## src/rtl/segment_transition_controller_pkg.sv

```systemverilog
// -----------------------------------------------------------------------------
// segment_transition_controller_pkg
// Shared types and constants for the segment transition controller:
//   transition_mode_t  - MODE encoding carried on the update interface
//   state_t            - controller state encoding
//   REP_INFINITE       - loop count value meaning "repeat forever"
//   mode_to_state()    - maps a non-EXT MODE onto its wait state
//   rep_for()          - selects the loop count belonging to a segment
// Optional feature macro: SEGMENT_TRANSITION_GPIO_EN (enables GPIO mode).
// -----------------------------------------------------------------------------
package segment_transition_controller_pkg;

  typedef enum logic [7:0] {
    MODE_SYNC_IDX = 8'h00,
    MODE_SYS_TIME = 8'h01,
    MODE_GPIO     = 8'h02,
    MODE_EXT      = 8'hF0
  } transition_mode_t;

  typedef enum logic [2:0] {
    ST_RUN       = 3'd0,
    ST_WAIT_SYNC = 3'd1,
    ST_WAIT_TIME = 3'd2,
    ST_WAIT_GPIO = 3'd3,
    ST_EXT       = 3'd4
  } state_t;

  localparam logic [15:0] REP_INFINITE = 16'hFFFF;

  // Unknown modes fall back to index-synchronous switching; without the GPIO
  // feature, GPIO mode does the same.
  function automatic state_t mode_to_state(input logic [7:0] mode);
    state_t st;
    case (mode)
      MODE_SYS_TIME: st = ST_WAIT_TIME;
`ifdef SEGMENT_TRANSITION_GPIO_EN
      MODE_GPIO:     st = ST_WAIT_GPIO;
`endif
      default:       st = ST_WAIT_SYNC;
    endcase
    return st;
  endfunction

  function automatic logic [15:0] rep_for(input logic seg, input logic [15:0] r0,
                                          input logic [15:0] r1);
    return seg ? r1 : r0;
  endfunction

endpackage

```

## src/rtl/segment_transition_controller_gpio_edge_sync.sv

```systemverilog
// -----------------------------------------------------------------------------
// gpio_edge_sync
// Two-flop synchronizer for asynchronous GPIO triggers followed by a
// registered rising-edge detector (one-cycle pulse per synchronized edge).
// Ports:
//   clk      in   clock
//   rst_n    in   asynchronous active-low reset
//   gpio_in  in   [WIDTH] asynchronous trigger pins
//   rise     out  [WIDTH] one-cycle pulse per synchronized rising edge
// -----------------------------------------------------------------------------
module gpio_edge_sync #(
  parameter int WIDTH = 4
) (
  input  logic             clk,
  input  logic             rst_n,
  input  logic [WIDTH-1:0] gpio_in,
  output logic [WIDTH-1:0] rise
);

  logic [WIDTH-1:0] meta_r;
  logic [WIDTH-1:0] sync_r;
  logic [WIDTH-1:0] prev_r;
  logic [WIDTH-1:0] rise_r;

  // Synchronizer chain and registered edge detect.
  always_ff @(posedge clk or negedge rst_n) begin
    if (!rst_n) begin
      meta_r <= '0;
      sync_r <= '0;
      prev_r <= '0;
      rise_r <= '0;
    end else begin
      meta_r <= gpio_in;
      sync_r <= meta_r;
      prev_r <= sync_r;
      rise_r <= sync_r & ~prev_r;
    end
  end

  assign rise = rise_r;

endmodule

```

## src/rtl/segment_transition_controller.sv

```systemverilog
// -----------------------------------------------------------------------------
// segment_transition_controller
// Decides when the sampling datapath switches between its two segments.
// An UPDATE requests a segment and a transition mode; the controller waits for
// the mode's trigger (index wrap, system time or GPIO edge), then switches the
// active segment with a one-cycle START. It also counts segment loops and
// raises STOP when finite loops run out; in EXT mode it instead ping-pongs
// between the segments on loop exhaustion.
// Optional feature macro: SEGMENT_TRANSITION_GPIO_EN (GPIO trigger mode).
// Ports:
//   clk, rst_n         clock, asynchronous active-low reset
//   update             one-cycle request strobe (samples the fields below)
//   req_segment, mode, value, rep0, rep1   request fields
//   idx_wrap           datapath index wrapped to 0
//   sys_time           free-running system time
//   gpio_in            asynchronous GPIO triggers
//   segment, start, stop, busy             registered status outputs
// -----------------------------------------------------------------------------
module segment_transition_controller
  import segment_transition_controller_pkg::*;
#(
  parameter int NUM_GPIO       = 4,
  parameter int SYS_TIME_WIDTH = 57
) (
  input  logic                      clk,
  input  logic                      rst_n,
  input  logic                      update,
  input  logic                      req_segment,
  input  logic [7:0]                mode,
  input  logic [63:0]               value,
  input  logic [15:0]               rep0,
  input  logic [15:0]               rep1,
  input  logic                      idx_wrap,
  input  logic [SYS_TIME_WIDTH-1:0] sys_time,
  input  logic [NUM_GPIO-1:0]       gpio_in,
  output logic                      segment,
  output logic                      start,
  output logic                      stop,
  output logic                      busy
);

  state_t                    state_r, state_s;
  logic                      segment_r, segment_s;
  logic                      start_r, start_s;
  logic                      stop_r, stop_s;
  logic                      busy_r, busy_s;
  logic [15:0]               cnt_r, cnt_s;
  logic                      req_seg_r, req_seg_s;
  logic [SYS_TIME_WIDTH-1:0] target_r, target_s;
  logic [15:0]               rep0_r, rep0_s;
  logic [15:0]               rep1_r, rep1_s;
  logic                      stopped_r, stopped_s;  // STOP was high when the request arrived
  logic                      trigger_s;
  logic                      gpio_rise_s;
  logic                      unused_s;

`ifdef SEGMENT_TRANSITION_GPIO_EN
  logic [NUM_GPIO-1:0] gpio_rise_vec_s;
  logic [1:0]          gpio_sel_r;

  gpio_edge_sync #(.WIDTH(NUM_GPIO)) u_gpio_edge_sync (
    .clk     (clk),
    .rst_n   (rst_n),
    .gpio_in (gpio_in),
    .rise    (gpio_rise_vec_s)
  );

  // Captures which GPIO pin the pending request listens to.
  always_ff @(posedge clk or negedge rst_n) begin
    if (!rst_n) begin
      gpio_sel_r <= 2'd0;
    end else if (update) begin
      gpio_sel_r <= value[1:0];
    end else begin
      gpio_sel_r <= gpio_sel_r;
    end
  end

  assign gpio_rise_s = gpio_rise_vec_s[gpio_sel_r];
  assign unused_s    = ^value[63:SYS_TIME_WIDTH];
`else
  assign gpio_rise_s = 1'b0;
  assign unused_s    = ^{value[63:SYS_TIME_WIDTH], gpio_in};
`endif

  // Trigger condition of the current wait state.
  always_comb begin
    trigger_s = 1'b0;
    case (state_r)
      ST_WAIT_SYNC: trigger_s = idx_wrap | stopped_r;
      ST_WAIT_TIME: trigger_s = (sys_time >= target_r);
      ST_WAIT_GPIO: trigger_s = gpio_rise_s;
      default:      trigger_s = 1'b0;
    endcase
  end

  // Next-state and output logic; UPDATE outranks any trigger or wrap.
  always_comb begin
    state_s   = state_r;
    segment_s = segment_r;
    start_s   = 1'b0;
    stop_s    = stop_r;
    busy_s    = busy_r;
    cnt_s     = cnt_r;
    req_seg_s = req_seg_r;
    target_s  = target_r;
    rep0_s    = rep0_r;
    rep1_s    = rep1_r;
    stopped_s = stopped_r;
    if (update) begin
      req_seg_s = req_segment;
      target_s  = value[SYS_TIME_WIDTH-1:0];
      rep0_s    = rep0;
      rep1_s    = rep1;
      stop_s    = 1'b0;
      stopped_s = 1'b0;
      if (mode == MODE_EXT) begin
        state_s   = ST_EXT;
        segment_s = req_segment;
        start_s   = 1'b1;
        busy_s    = 1'b0;
        cnt_s     = rep_for(req_segment, rep0, rep1);
      end else if (req_segment == segment_r) begin
        state_s = ST_RUN;
        busy_s  = 1'b0;
        cnt_s   = rep_for(req_segment, rep0, rep1);
      end else begin
        state_s   = mode_to_state(mode);
        busy_s    = 1'b1;
        stopped_s = stop_r;
      end
    end else if (trigger_s) begin
      state_s   = ST_RUN;
      segment_s = req_seg_r;
      start_s   = 1'b1;
      stop_s    = 1'b0;
      busy_s    = 1'b0;
      stopped_s = 1'b0;
      cnt_s     = rep_for(req_seg_r, rep0_r, rep1_r);
    end else if (idx_wrap && (cnt_r != REP_INFINITE) &&
                 ((state_r == ST_RUN) || (state_r == ST_EXT))) begin
      if (cnt_r != 16'd0) begin
        cnt_s = cnt_r - 16'd1;
      end else if (state_r == ST_EXT) begin
        // Loops exhausted in EXT: swap to the other segment and restart it.
        segment_s = ~segment_r;
        start_s   = 1'b1;
        cnt_s     = rep_for(~segment_r, rep0_r, rep1_r);
      end else begin
        stop_s = 1'b1;
      end
    end else begin
      state_s = state_r;
    end
  end

  // Controller state and output registers.
  always_ff @(posedge clk or negedge rst_n) begin
    if (!rst_n) begin
      state_r   <= ST_RUN;
      segment_r <= 1'b0;
      start_r   <= 1'b0;
      stop_r    <= 1'b0;
      busy_r    <= 1'b0;
      cnt_r     <= REP_INFINITE;
      req_seg_r <= 1'b0;
      target_r  <= '0;
      rep0_r    <= 16'd0;
      rep1_r    <= 16'd0;
      stopped_r <= 1'b0;
    end else begin
      state_r   <= state_s;
      segment_r <= segment_s;
      start_r   <= start_s;
      stop_r    <= stop_s;
      busy_r    <= busy_s;
      cnt_r     <= cnt_s;
      req_seg_r <= req_seg_s;
      target_r  <= target_s;
      rep0_r    <= rep0_s;
      rep1_r    <= rep1_s;
      stopped_r <= stopped_s;
    end
  end

  assign segment = segment_r;
  assign start   = start_r;
  assign stop    = stop_r;
  assign busy    = busy_r;

endmodule

```

## config.mk

```make
export PLATFORM = sky130hd
export DESIGN_NAME = segment_transition_controller
export DESIGN_NICKNAME = d
export VERILOG_FILES = /design/src/rtl/segment_transition_controller_pkg.sv /design/src/rtl/segment_transition_controller_gpio_edge_sync.sv /design/src/rtl/segment_transition_controller.sv
export SDC_FILE = /design/constraint.sdc
export NUM_CORES = 1
export LEC_CHECK = 0
export BUFFER_PORTS_ARGS = -buffer_cell sky130_fd_sc_hd__buf_2
export CORE_ASPECT_RATIO = 1.4
export CORE_UTILIZATION = 44
export DETAILED_ROUTE_END_ITERATION = 6
export HOLD_SLACK_MARGIN = 0.05
export PLACE_DENSITY = 0.68
export SLEW_MARGIN = 20
export SYNTH_ARGS = -nofsm -noshare
export SYNTH_HDL_FRONTEND = slang
export SYNTH_SLANG_ARGS = --single-unit
```

## constraint.sdc

```tcl
create_clock -name clk -period 3.37 [get_ports clk]
set_clock_uncertainty 0.15 [all_clocks]
set_input_delay 0.337 -clock clk [delete_from_list [all_inputs] [get_ports clk]]
set_output_delay 0.337 -clock clk [all_outputs]
set_load 0.02 [all_outputs]
```

# == Yosys cells after proc, flatten, opt, wreduce, memory -nomap -nowiden ==
# Index checks and enable logic that the tools add are counted.
# op_classes
n_mul,0
n_shift,0
n_mux,40
n_reduce_logical,12
div,0
order_cmp,1
bitwise,2
n_addsub,1
eq_ne,11
# op_table
operator,count
16-bit two-way mux,10
57-bit >= comparator,1
1-bit two-way mux,24
"16-bit != test, second input constant",1
16-bit nonzero test,1
"16-bit by 1-bit subtractor with 16-bit output, second input constant",1
3-bit two-way mux,3
"8-bit by 1-bit == test with 1-bit output, second input constant",1
"8-bit == test, second input constant",1
"3-bit != test, second input constant",2
3-bit AND reduction,2
3-bit nonzero test,2
2-bit two-way mux,2
4-bit AND reduction,1
4-bit nonzero test,1
"3-bit by 1-bit == test with 1-bit output, second input constant",1
"3-bit by 2-bit == test with 1-bit output, second input constant",1
"3-bit == test, second input constant",1
3-bit zero test,1
"3-bit by 1-bit != test with 1-bit output, second input constant",1
1-bit logical AND,2
"2-bit by 1-bit != test with 1-bit output, second input constant",1
1-bit case mux with 2 select lines,1
2-bit nonzero test,1
4 further kinds,4
# word_totals
mem_count,0
word_cells,78
mem_bits_rw,0
latch_bits,0
output_inout_bits,4
rom_bits,0
input_bits,170
regBits,114

# == Depth between registers and ports, before layout ==
# Gate-level depths: netlist (run 1).
# logic_depth
ltp_word,6
mapped_depth,12
mapped_depth_nobuf,10

# == Worst setup path before layout (run 1) ==
# No wires, ideal clock.
# synth_path
path_kind,reg2reg
startpoint,reg target_r[22]
endpoint,reg cnt_r[0]
required_time_ns,3.134
path_buffers,2
period_less_slack_ns,2.897
slack_ns,0.473
setup_ns,0.086
stages_incl_launch_ff,13
arrival_time_ns,2.660
path_cell_list,dfrtp_1 inv_1 ha_1 nand4_2 or4_4 a2111oi_4 o41ai_2 a31oi_4 nand2b_1 buf_4 buf_6 a21oi_2 o31ai_2
# synth_between
elab_chain_cells,4
elab_cells_between_ends,7
classes_between,order compare: 1; mux: 3; reduce/logical: 3
# synth_lines
element,line,rtl
start: declaration,segment_transition_controller.sv:49,"logic [SYS_TIME_WIDTH-1:0] target_r, target_s;"
start signal: assignment,segment_transition_controller.sv:179,target_r <= target_s;
57-bit >= comparator (*),segment_transition_controller.sv:91,ST_WAIT_TIME: trigger_s = (sys_time >= target_r);
1-bit case mux with 2 select lines (*),segment_transition_controller.sv:89,case (state_r)
4-bit nonzero test (no line) (tied with other cells),-,
3-bit AND reduction (no line) or 16-bit two-way mux (tied branches),-,
end signal: assignment,segment_transition_controller.sv:177,cnt_r <= cnt_s;
end: declaration,segment_transition_controller.sv:47,"logic [15:0] cnt_r, cnt_s;"
# Mark *: on every way between the ends. The rest lies on a longest branch, timed or not.
# A chain may end at the register's enable or synchronous reset.

# == Worst setup path after layout (run 1) ==
# layout_path
startpoint,reg target_r[47]
endpoint,reg stopped_r
# layout_between
elab_chain_cells,3
# layout_lines
element,line,rtl
57-bit >= comparator,segment_transition_controller.sv:91,
1-bit case mux with 2 select lines,segment_transition_controller.sv:89,
2-bit nonzero test (no line),-,
end signal: assignment,segment_transition_controller.sv:182,stopped_r <= stopped_s;
end: declaration,segment_transition_controller.sv:52,"logic stopped_r, stopped_s;"
# No other way between the ends.

==> reports/results.md, run 1 <==
- **outcome** complete, no violations
- **die extent in x** 108.6 µm
- **number of rows created at floorplan** 54
- **delay of the slowest cell on the worst path** 560 ps
- **vias in the first global route** 6,379
- **pin count of the biggest net entering global routing** 130
- **proportion of register bits with asynchronous set or reset after synthesis** 100.0%
- **sw frac** 29.87%
- **area of the die** 16,420 µm²
- **most frequent cell after synthesis** sky130_fd_sc_hd__nand2_1
- **Post-Syn Area per Cell** 9.588 µm²
- **fraction of synthesized cell area taken by the top area cell type** 35.04%
- **sequential share of power** 38.8%
- **time the worst path needs with I/O delays and setup** 3215 ps
- **sum of net half-perimeters after detailed placement** 12.21 mm
- **number of enable flip-flop cells after synthesis** 0
- **power share of the combinational group** 24.3%
- **initial antenna violation count** 0
- **Power per Cell Area** 497.0 nW/µm²
- **maximum fanout along the worst path** 7
- **largest area contributor in the netlist** sky130_fd_sc_hd__dfrtp_1
- **net switching power** 1416 µW
- **count of final max-slew check failures** 0
- **count of mapped cells out of synthesis** 730
- **max-cap viol count** 0
- **area of the mapped netlist** 6999 µm²
- **crit path max-delay cell type** sky130_fd_sc_hd__or4bb_1
- **Clock Pin Slew Worst Setup and Hold Paths** 50 ps
- **fraction of final layout cells sized beyond drive strength 1** 29.26%
- **diode insertion count for antenna repair** 0
- **net count of the finished layout** 1,208
- **ordered list of cells on the worst path** inv_1 -> ha_1 -> and4_1 -> or4bb_1 -> nor4_2 -> o41ai_2 -> a31oi_4 -> nand2b_1 -> buf_4 -> inv_2 -> a22o_1
- **placeable core region** 15,540 µm²
- **CTS H-Tree Depth** 4
- **Pre-antenna DRT Iters** 4
- **cell at the root of the clock tree** sky130_fd_sc_hd__clkbuf_16
- **drc violations** 0
- **top cells by area in the synthesized netlist** sky130_fd_sc_hd__dfrtp_1 35%, sky130_fd_sc_hd__ha_1 11%, sky130_fd_sc_hd__mux2_2 7.9%, sky130_fd_sc_hd__nand2_1 6.3%, sky130_fd_sc_hd__dfstp_2 6.0%
- **Synth Net Count** 960
- **Worst-Margin Slew** 884.2 ps
- **Remaining Overflow, GRT** 0
- **Syn-to-layout area delta** 36.27%
- **Inserted Clock Buffers** 17
- **Synth Register Bits** 114
- **vias after detailed routing** 6,194
- **VDD IR max** 0.3367 mV
- **violation count after the first detailed-route iteration** 202
- **number of clock sinks** 114
- **pre-CTS setup slack** 16.07 ps
- **placed cell count** 1,065
- **CTS tree** done
- **share of total power in the clock network** 36.9%
- **timing-limited maximum frequency** 311.1 MHz
- **final worst slack** 155.1 ps
- **I/O Pins** 174
- **category of the worst setup path launch point** register
- **number of vias per cell** 5.218
- **leakage power total** 0.004500 µW
- **detailed-route wire length** 17.96 mm
- **weighted congestion reported at the end of routability-driven placement** 0.8215
- **number of buffer and inverter stages on the critical path** 3
- **maximum root-to-sink buffer count** 2
- **count of endpoints failing hold in the final timing report** 0
- **# setup viols final** 0
- **synth warn** 0
- **global router's overall resource usage** 23.08%
- **critical path endpoint category** register
- **Unique masters post-synth** 60
- **endpoint arrival time on the critical path** 3370 ps
- **first-pass GRT wire length** 29.12 mm
- **crit path kind** register to register
- **cell internal pwr** 3325 µW
- **required time worst endpoint** 3520 ps
- **initial core utilization** 45.04%
- **Synth Flop Type** sky130_fd_sc_hd__dfrtp_1
- **Non-Filler Instances** 1,187
- **Setup Fix Bufs, Post-CTS** 0
- **worst-case headroom to the max-slew limit** 41.05%
- **leading post-synthesis cells by instance count** 117 x sky130_fd_sc_hd__nand2_1, 98 x sky130_fd_sc_hd__dfrtp_1, 69 x sky130_fd_sc_hd__o21ai_0
- **Detail Route Antenna Nets** 0
- **vertical die dimension** 151.2 µm
- **Hold WC Path Type** input port to register
- **largest delay contributor family on the critical path** simple AND/OR/NAND/NOR gates
- **Wirelength per Cell** 15.13 µm
- **IO buf count** 162
- **clock latency on the worst-skew pair** 430 ps
- **sequential fraction of the synthesis area** 41.04%
- **final critical-path share of the clock period** 95.40%
## through the flow
step / instance area (µm²) / TNS, ps / power (µW) / utilization (%) / hold slack, ps
CTS: 9530 / 0 / 4783 / 61.33 / 57.55
detailed placement: 8056 / 0 / 2916 / 51.84 / 275.8
global placement: 8056 / 0 / 2889 / 51.84 / 279.4
global route: 9538 / -0.3482 / 5018 / 61.38 / 103.1
finish: 9538 / 0 / 4741 / 61.38 / 66.50
floorplan: 6999 / 0 / 2549 / - / -108.6
## worst min-delay path, stage by stage
cell	delay, ps
sky130_fd_sc_hd__buf_2	80
sky130_fd_sc_hd__nor2_1	50
sky130_fd_sc_hd__o21ai_0	130
## worst paths after layout
path,start,endpoint,slack [ps],depth (start not counted)
worst min register to register,busy,busy,330,1
min in group asynchronous,rst_n,target_r[19],340,2
worst max register to register,target_r[47],stopped_r,160,11
max in group asynchronous,rst_n,cnt_r[8],1890,3
worst min-delay path,mode[4],state_r[0],70,3
worst max-delay path,target_r[47],stopped_r,160,11
## cell families (layout without fill, tap and decap cells)
family	after synthesis	after routing	share of synthesized area (%)
and+or+nand+nor	200	200	13.60
adders and majority gates	60	60	10.73
AOI/OAI and AO/OA	176	176	16.88
buffers and inverters	100	361	5.631
xor gates and xnor gates	11	11	1.376
DFF	114	114	41.04
muxes	69	69	10.74
## power by group through the flow
stage	clock network, µW	logic (µW)	registers (µW)
global placement	0	1040	1850
global route	1840	1310	1870
CTS	1800	1150	1830
floorplan	0	781	1770
finish	1750	1150	1840
detailed placement	0	1070	1850
## placed cells by master, fill, tap and decap left out, types with 4 or more instances in the layout
master,n
sky130_fd_sc_hd__a211oi_1,13
sky130_fd_sc_hd__a21o_1,4
sky130_fd_sc_hd__a21oi_1,33
sky130_fd_sc_hd__and4_1,5
sky130_fd_sc_hd__buf_2,160
sky130_fd_sc_hd__buf_4,13
sky130_fd_sc_hd__clkbuf_16,17
sky130_fd_sc_hd__clkinv_2,5
sky130_fd_sc_hd__dfrtp_1,98
sky130_fd_sc_hd__dfstp_2,16
sky130_fd_sc_hd__dlygate4sd3_1,90
sky130_fd_sc_hd__ha_1,60
sky130_fd_sc_hd__inv_1,62
sky130_fd_sc_hd__mux2_2,49
sky130_fd_sc_hd__mux2i_1,20
sky130_fd_sc_hd__nand2_1,117
sky130_fd_sc_hd__nand2b_1,5
sky130_fd_sc_hd__nand3_1,10
sky130_fd_sc_hd__nand4_1,10
sky130_fd_sc_hd__nor2_1,16
sky130_fd_sc_hd__nor2b_1,15
sky130_fd_sc_hd__nor3_1,6
sky130_fd_sc_hd__o21a_1,4
sky130_fd_sc_hd__o21ai_0,69
sky130_fd_sc_hd__o21ai_1,14
sky130_fd_sc_hd__o221ai_1,8
sky130_fd_sc_hd__o221ai_2,8
sky130_fd_sc_hd__xnor2_1,6
sky130_fd_sc_hd__xor2_1,5
## flip-flops by register name (all words and copies together) (netlist names)
| signal | cells |
|---|---|
| rep0_r | 16 |
| start | 1 |
| stop | 1 |
| busy | 1 |
| rep1_r | 16 |
| cnt_r | 16 |
| state_r | 3 |
| segment | 1 |
| req_seg_r | 1 |
| target_r | 57 |
| stopped_r | 1 |
## per-layer routing
| metal | global-route usage (%) | part of all wire [%] |
|---|---|---|
| met1 | 24.55 | 39 |
| met2 | 43.35 | 54 |
| met3 | 5.508 | 4.8 |
| met4 | 8.581 | 2.3 |
| met5 | 0 | 0 |
## cell type report
cell class,count,area (µm²)
multi-input combinational,516,3751
clock inverter,10,108.9
fill,1360,6002
sequential,114,2873
timing repair buffer,266,1859
inverter,63,236.5
tap,196,245.2
clock buffer,22,464.2
## timing repair
action | in CTS | in global routing
endpoints found under the setup margin | 0 | 5
endpoints found under the hold margin | 135 | 0
hold buffers | 90 | 0
gates resized for setup | 0 | 1
(Power assumes the default switching activity.)
==> run 2: changes to the inputs <==
--- a/config.mk
+++ b/config.mk
@@ -7,6 +7,7 @@
 export LEC_CHECK = 0
 export BUFFER_PORTS_ARGS = -buffer_cell sky130_fd_sc_hd__buf_2
 export CORE_ASPECT_RATIO = 1.4
+export CORE_MARGIN = 1.5
 export CORE_UTILIZATION = 44
 export DETAILED_ROUTE_END_ITERATION = 6
 export HOLD_SLACK_MARGIN = 0.05
==> run 2 against run 1 <==
Compared with the run above:
- sequential power about the same
- maximum frequency is 1.8% higher
- combinational power about the same
- clock power rose by 7%
- critical endpoint unchanged
- hold slack improved by 37 ps
- critical path depth is the same
- final cell count grew 0.17%
- non-clock buffer count is 2 higher
- count of clock-buffer cells in the layout is 4 lower
==> reports/results.md, run 2 (synthesis results as in run 1) <==
- **crit path max-delay cell type** sky130_fd_sc_hd__or4_4
- **vertical die dimension** 152.2 µm, +0.66%
- **first-pass GRT wire length** 30.61 mm, +5.1%
- **pin count of the biggest net entering global routing** 116, -11%
- **maximum fanout along the worst path** 11, +4
- **Inserted Clock Buffers** 17, unchanged
- **Pre-antenna DRT Iters** 4, unchanged
- **outcome** complete, no violations
- **number of vias per cell** 5.217, about the same
- **core occupancy in the finished layout** 61.80%, +0.43 points
- **number of buffer and inverter stages on the critical path** 3, unchanged
- **count of endpoints failing hold in the final timing report** 0, unchanged
- **ordered list of cells on the worst path** inv_1 -> ha_1 -> nand4_1 -> or4_4 -> a2111oi_4 -> o41ai_2 -> a31oi_4 -> nand2b_1 -> buf_12 -> inv_2 -> a22o_1
- **I/O Pins** 174, unchanged
- **sum of negative setup slack** 0 ps, unchanged
- **vias in the first global route** 6,570, +3.0%
- **Hold WC Path Type** input port to register
- **count of final max-slew check failures** 0, unchanged
- **# setup viols final** 0, unchanged
- **register-to-register path setup slack** 210 ps, +60 ps
- **Syn-to-layout area delta** 37.22%
- **Worst R2R Path Depth** 11, unchanged
- **most common cell after layout, fill and taps aside** sky130_fd_sc_hd__buf_2
- **Detail Route Antenna Nets** 0, unchanged
- **placeable core region** 15,540 µm², unchanged
- **Hold Path Cell Cnt** 3, unchanged
- **die extent in x** 109.6 µm, +0.92%
- **Worst-Margin Slew** 883.3 ps, -0.9069 ps
- **critical path endpoint category** register
- **time the worst path needs with I/O delays and setup** 3159 ps, -56.39 ps
- **origin of the critical flop-to-flop path** target_r[20]
- **CTS tree** done
- **area of the die** 16,680 µm², +1.6%
- **Reg-to-Reg End** stopped_r
- **violation count after the first detailed-route iteration** 182, -9.9%
- **final critical-path share of the clock period** 93.72%, -1.7 points
- **number of clock sinks** 114, unchanged
- **hold path start** mode[4]
- **max-cap viol count** 0, unchanged
- **post-cts sizing count** 0, unchanged
- **CTS H-Tree Depth** 4, unchanged
- **hold endpoint** state_r[0]
- **fraction of final layout cells sized beyond drive strength 1** 29.71%, +0.44 points
- **VDD IR max** 0.3378 mV, +0.33%
- **Remaining Overflow, GRT** 0, unchanged
- **leakage power total** 0.004531 µW, +0.69%
- **vias after detailed routing** 6,203, +0.15%
- **Power per Cell Area** 506.8 nW/µm², +2.0%
- **sum of net half-perimeters after detailed placement** 12.43 mm, +1.8%
- **Wirelength per Cell** 15.51 µm, +2.6%
- **category of the worst setup path launch point** register
- **number of rows created at floorplan** 54, unchanged
- **timing-limited maximum frequency** 316.6 MHz, +1.8%
- **maximum root-to-sink buffer count** 2, unchanged
- **weighted congestion reported at the end of routability-driven placement** 0.8085, -1.6%
- **crit path kind** register to register
- **post-route total power** 4868 µW, +2.7%
- **count of filler cells inserted in the layout** 1,378, +1.3%
- **register with the most flip-flops** target_r
- **detailed-route wire length** 18.45 mm, +2.7%
- **initial core utilization** 45.04%, unchanged
- **diode insertion count for antenna repair** 0, unchanged
- **delay of the slowest cell on the worst path** 590 ps, +30 ps
- **most frequent cells in the layout** 160 x sky130_fd_sc_hd__buf_2, 117 x sky130_fd_sc_hd__nand2_1, 98 x sky130_fd_sc_hd__dfrtp_1
- **largest delay contributor family on the critical path** simple AND/OR/NAND/NOR gates
- **net count of the finished layout** 1,210, +0.17%
- **unrepaired setup endpoints after global routing** false
- **required time worst endpoint** 3530 ps, about the same
- **cell at the root of the clock tree** sky130_fd_sc_hd__clkbuf_16
- **initial antenna violation count** 1, +1
- **Clock Pin Slew Worst Setup and Hold Paths** 60 ps, about the same
- **IO buf count** 162, unchanged
- **global router's overall resource usage** 23.57%, +0.48 points
- **max FFs per register** 57, unchanged
- **clock latency on the worst-skew pair** 430 ps, about the same
- **endpoint arrival time on the critical path** 3320 ps, -50 ps
- **drc violations** 0, unchanged
- **worst-case headroom to the max-slew limit** 41.11%, +0.060 points
-- run 2: where the power goes --
group	internal [µW]	switching, µW
registers	1630	198
logic	582	580
clock network	1190	691
total	3400	1470
-- run 2: area by class of cell --
| type | count | area [µm²] | area share, % |
|---|---|---|---|
| Sequential cell | 114 | 2873 | 29.91 |
| Tap cell | 196 | 245.2 | 2.553 |
| Multi-Input combinational cell | 516 | 3744 | 38.98 |
| Timing Repair Buffer | 268 | 1887 | 19.65 |
| Clock inverter | 14 | 180.2 | 1.876 |
| Inverter | 63 | 236.5 | 2.462 |
| Clock buffer | 18 | 439.2 | 4.573 |
-- run 2: through the flow --
stage | hold slack (ps) | setup slack (ps) | instance area (µm²) | cells
after floorplan | -108.6 | 473.5 | 6999 | 730
after CTS | 95.34 | 156.7 | 9589 | 1187
after global routing | 117.5 | 15.56 | 9604 | 1189
final | 104.0 | 211.5 | 9604 | 1189
after detailed placement | 211.5 | 114.8 | 8069 | 1065
after global placement | 211.5 | 128.6 | 8069 | 1065
-- run 2: worst max-delay path by stage --
stage | slack, ps | startpoint | end | depth (start not counted)
after detailed placement | 110 | sys_time[20] | stopped_r | 11
after global placement | 130 | sys_time[20] | stopped_r | 11
after CTS | 160 | target_r[20] | state_r[1] | 11
after global routing | 20 | target_r[47] | cnt_r[5] | 11
after floorplan | 470 | target_r[22] | cnt_r[0] | 12
final | 210 | target_r[20] | stopped_r | 11
-- run 2: what timing repair did --
item                                    CTS  global route
hold buffers                             90             0
endpoints found under the hold margin   124             0
buffers inserted                          0             2
endpoints found under the setup margin    0             3
-- run 2: layer usage --
metal	wire (µm)	share of wire [%]	global-route usage [%]	vias up
met5	0	0	0	-
met4	459	2.5	8.596	0
met3	995	5.4	7.100	44
met2	9805	53	42.32	162
met1	7185	39	25.45	2922
li1	-	-	-	3075
-- run 2: worst register-to-register path: stages, from the launching register on --
cell and delay, ps:
sky130_fd_sc_hd__dfrtp_1 330, sky130_fd_sc_hd__inv_1 50, sky130_fd_sc_hd__ha_1 320, sky130_fd_sc_hd__nand4_1 200, sky130_fd_sc_hd__or4_4 590, sky130_fd_sc_hd__a2111oi_4 380
sky130_fd_sc_hd__o41ai_2 160, sky130_fd_sc_hd__a31oi_4 240, sky130_fd_sc_hd__nand2b_1 220, sky130_fd_sc_hd__buf_12 160, sky130_fd_sc_hd__inv_2 50, sky130_fd_sc_hd__a22o_1 210
==> run 3: changes to the inputs <==
--- a/config.mk
+++ b/config.mk
@@ -6,12 +6,12 @@
 export NUM_CORES = 1
 export LEC_CHECK = 0
 export BUFFER_PORTS_ARGS = -buffer_cell sky130_fd_sc_hd__buf_2
-export CORE_ASPECT_RATIO = 1.4
+export CORE_ASPECT_RATIO = 1.25
 export CORE_MARGIN = 1.5
 export CORE_UTILIZATION = 44
 export DETAILED_ROUTE_END_ITERATION = 6
 export HOLD_SLACK_MARGIN = 0.05
-export PLACE_DENSITY = 0.68
+export PLACE_DENSITY = 0.71
 export SLEW_MARGIN = 20
 export SYNTH_ARGS = -nofsm -noshare
 export SYNTH_HDL_FRONTEND = slang
==> constraint.sdc (replaced) <==
create_clock -name clk -period 2.8 [get_ports clk]
set_clock_uncertainty 0.15 [all_clocks]
set_input_delay 0.28 -clock clk [delete_from_list [all_inputs] [get_ports clk]]
set_output_delay 0.28 -clock clk [all_outputs]
set_load 0.02 [all_outputs]
==> run 3 against run 2 <==
Compared with the run above:
- the run now ends with setup timing left
- global-route usage grew 1.6 points
- power grew 32%
- sequential power grew 23%
- hold slack gained 11 ps
- maximum frequency grew 3.7%
- critical endpoint is now cnt_r[0]
- largest cell class unchanged
==> reports/results.md, run 3 (synthesis results as in run 1) <==
- **CTS tree** done
- **unrepaired setup endpoints after global routing** true
- **I/O Pins** 174, unchanged
- **count of final max-slew check failures** 0, unchanged
- **die extent in x** 115.8 µm, +5.7%
- **vias after detailed routing** 6,480, +4.5%
- **pin count of the biggest net entering global routing** 80, -31%
- **timing-limited maximum frequency** 328.3 MHz, +3.7%
- **Clock Pin Slew Worst Setup and Hold Paths** 60 ps, about the same
- **time the worst path needs with I/O delays and setup** 3046 ps, -112.6 ps
- **sum of negative setup slack** -3972 ps, -3972 ps
- **Hold WC Path Type** input port to register
- **start point of the critical path** target_r[26]
- **VDD IR max** 0.4136 mV, +22%
- **first-pass GRT wire length** 32.35 mm, +5.7%
- **origin of the critical flop-to-flop path** target_r[26]
- **cell area after layout** 10,470 µm², +9.0%
- **Syn-to-layout area delta** 49.61%
- **final worst slack** -245.9 ps, -457.4 ps
- **Inserted Clock Buffers** 17, unchanged
- **Power per Cell Area** 611.5 nW/µm², +21%
- **detailed route wirelength on metal2** 11.04 mm, +13%
- **Worst R2R Path Depth** 13, +2
- **violated checks** setup timing
- **count of endpoints failing hold in the final timing report** 0, unchanged
- **critical path endpoint category** register
- **leakage power total** 0.004813 µW, +6.2%
- **category of the worst setup path launch point** register
- **initial core utilization** 44.95%, -0.087 points
- **number of vias per cell** 5.234, +0.33%
- **required time worst endpoint** 2980 ps, -550 ps
- **wire length on met3** 984 µm, -1.1%
- **register with the most flip-flops** target_r
- **most frequent cells in the layout** 160 x sky130_fd_sc_hd__buf_2, 101 x sky130_fd_sc_hd__nand2_1, 98 x sky130_fd_sc_hd__dfrtp_1
- **number of clock sinks** 114, unchanged
- **cell internal pwr** 4503 µW, +33%
- **net count of the finished layout** 1,243, +2.7%
- **highest metal layer with signal wires** met5
- **max FFs per register** 57, unchanged
- **# setup viols final** 21, +21
- **vias in the first global route** 6,985, +6.3%
- **net switching power** 1900 µW, +29%
- **maximum fanout along the worst path** 8, -3
- **cell at the root of the clock tree** sky130_fd_sc_hd__clkbuf_16
- **CTS H-Tree Depth** 4, unchanged
- **number of rows created at floorplan** 51, -5.6%
- **sum of net half-perimeters after detailed placement** 12.50 mm, +0.54%
- **weighted congestion reported at the end of routability-driven placement** 0.8884, +9.9%
- **Reg-to-Reg End** cnt_r[0]
- **max-cap viol count** 0, unchanged
- **power share of the combinational group** 26.8%, +2.9 points
- **critical path capture point** cnt_r[0]
- **area of the die** 16,680 µm², about the same
- **sequential share of power** 35.0%, -2.5 points
- **sw frac** 29.67%, -0.51 points
- **outcome** finished with violations
- **violation count after the first detailed-route iteration** 241, +32%
- **crit path kind** register to register
- **most common cell after layout, fill and taps aside** sky130_fd_sc_hd__buf_2
- **share of total power in the clock network** 38.2%, -0.5 points
- **Detail Route Antenna Nets** 0, unchanged
- **Met1 Routed Length** 7.886 mm, +9.8%
- **Worst-Margin Slew** 819.6 ps, -63.73 ps
- **worst-case headroom to the max-slew limit** 45.36%, +4.2 points
- **Wirelength per Cell** 16.46 µm, +6.1%
- **Remaining Overflow, GRT** 0, unchanged
- **detailed-route wire length** 20.38 mm, +10%
- **Pre-antenna DRT Iters** 5, +1
- **fraction of final layout cells sized beyond drive strength 1** 39.18%, +9.5 points
- **placeable core region** 15,570 µm², +0.19%
- **register-to-register path setup slack** -250 ps, -460 ps
- **placed standard-cell area** 8252 µm², +2.3%
- **IO buf count** 162, unchanged
- **final critical-path share of the clock period** 108.8%, +15 points
- **endpoint arrival time on the critical path** 3230 ps, -90 ps
- **drc violations** 0, unchanged
- **maximum root-to-sink buffer count** 2, unchanged
- **diode insertion count for antenna repair** 0, unchanged
- **global router's overall resource usage** 25.14%, +1.6 points
- **clock latency on the worst-skew pair** 420 ps, about the same
- **vertical die dimension** 144.0 µm, -5.4%
- **initial antenna violation count** 1, unchanged
-- run 3: cell count changes in the layout (fill, tap and decap cells not counted), sizes merged --
cell         previous run  this run
buf                   178       209
clkbuf                 18        22
inv                    66        63
bufinv                  3         5
clkinv                  6         4
clkinvlp                2         1
dlygate4sd3            90        91
nand2b                  5         6
-- run 3: how the worst min path moves through the flow --
stage	from	endpoint	slack, ps	cells after the start
after global placement	rst_n	target_r[41]	190	1
after global routing	update	req_seg_r	200	2
after floorplan	rst_n	busy	-170	0
final	mode[2]	state_r[0]	120	5
after detailed placement	rst_n	target_r[38]	200	1
after CTS	idx_wrap	stop	120	5
-- run 3: layout make-up --
| type | count | area (µm²) |
|---|---|---|
| multi-input combinational | 517 | 4229 |
| inverter | 63 | 239.0 |
| timing repair buffer | 300 | 2203 |
| fill | 1173 | 5099 |
| clock inverter | 10 | 177.7 |
| tap | 212 | 265.3 |
| clock buffer | 22 | 484.2 |
| sequential | 114 | 2873 |
-- run 3: layer usage --
metal	track usage, %	up-vias
li1	-	3154
met1	26.52	3126
met2	47.40	154
met3	6.873	44
met4	8.793	2
met5	0	-
-- run 3: repair_timing --
item | 4_1_cts | 5_1_grt
buffers inserted | 11 | 2
hold buffers | 91 | 0
resized for setup | 47 | 52
endpoints found under the setup margin | 21 | 22
cloned | 3 | 0
hold endpoints to repair | 135 | 0
pin swaps | 17 | 23
-- run 3: per-stage QoR --
step | cells | utilization (%) | total power, µW | hold WS [ps] | setup WS [ps]
finish | 1238 | 67.25 | 6403 | 115.1 | -245.9
global route | 1238 | 67.25 | 6712 | 200.4 | -355.7
CTS | 1237 | 65.79 | 6287 | 117.1 | -180.2
detailed placement | 1100 | 53.00 | 3560 | 195.4 | -282.7
global placement | 1100 | 53.00 | 3515 | 189.5 | -228.9
floorplan | 730 | - | 3075 | -165.6 | 17.55
-- run 3: power groups by stage --
| stage | Clock (µW) | Sequential, µW | Combinational [µW] |
|---|---|---|---|
| 6_report | 2450 | 2240 | 1720 |
| 2_1_floorplan | 0 | 2130 | 947 |
| 5_1_grt | 2550 | 2270 | 1890 |
| 3_3_place_gp | 0 | 2220 | 1300 |
| 4_1_cts | 2480 | 2210 | 1600 |
| 3_5_place_dp | 0 | 2220 | 1340 |
-- run 3: worst max-delay path, stage by stage (launching register included) --
cell                        delay [ps]
sky130_fd_sc_hd__dfrtp_1           380
sky130_fd_sc_hd__inv_2              80
sky130_fd_sc_hd__ha_4              220
sky130_fd_sc_hd__a21oi_4           140
sky130_fd_sc_hd__o21ai_2            60
sky130_fd_sc_hd__a221o_1           390
sky130_fd_sc_hd__a2111oi_4         410
sky130_fd_sc_hd__a31oi_4           160
sky130_fd_sc_hd__buf_6             150
sky130_fd_sc_hd__o41ai_4           340
sky130_fd_sc_hd__buf_4             220
sky130_fd_sc_hd__buf_12            140
sky130_fd_sc_hd__nand2_2            60
sky130_fd_sc_hd__o31ai_2            50
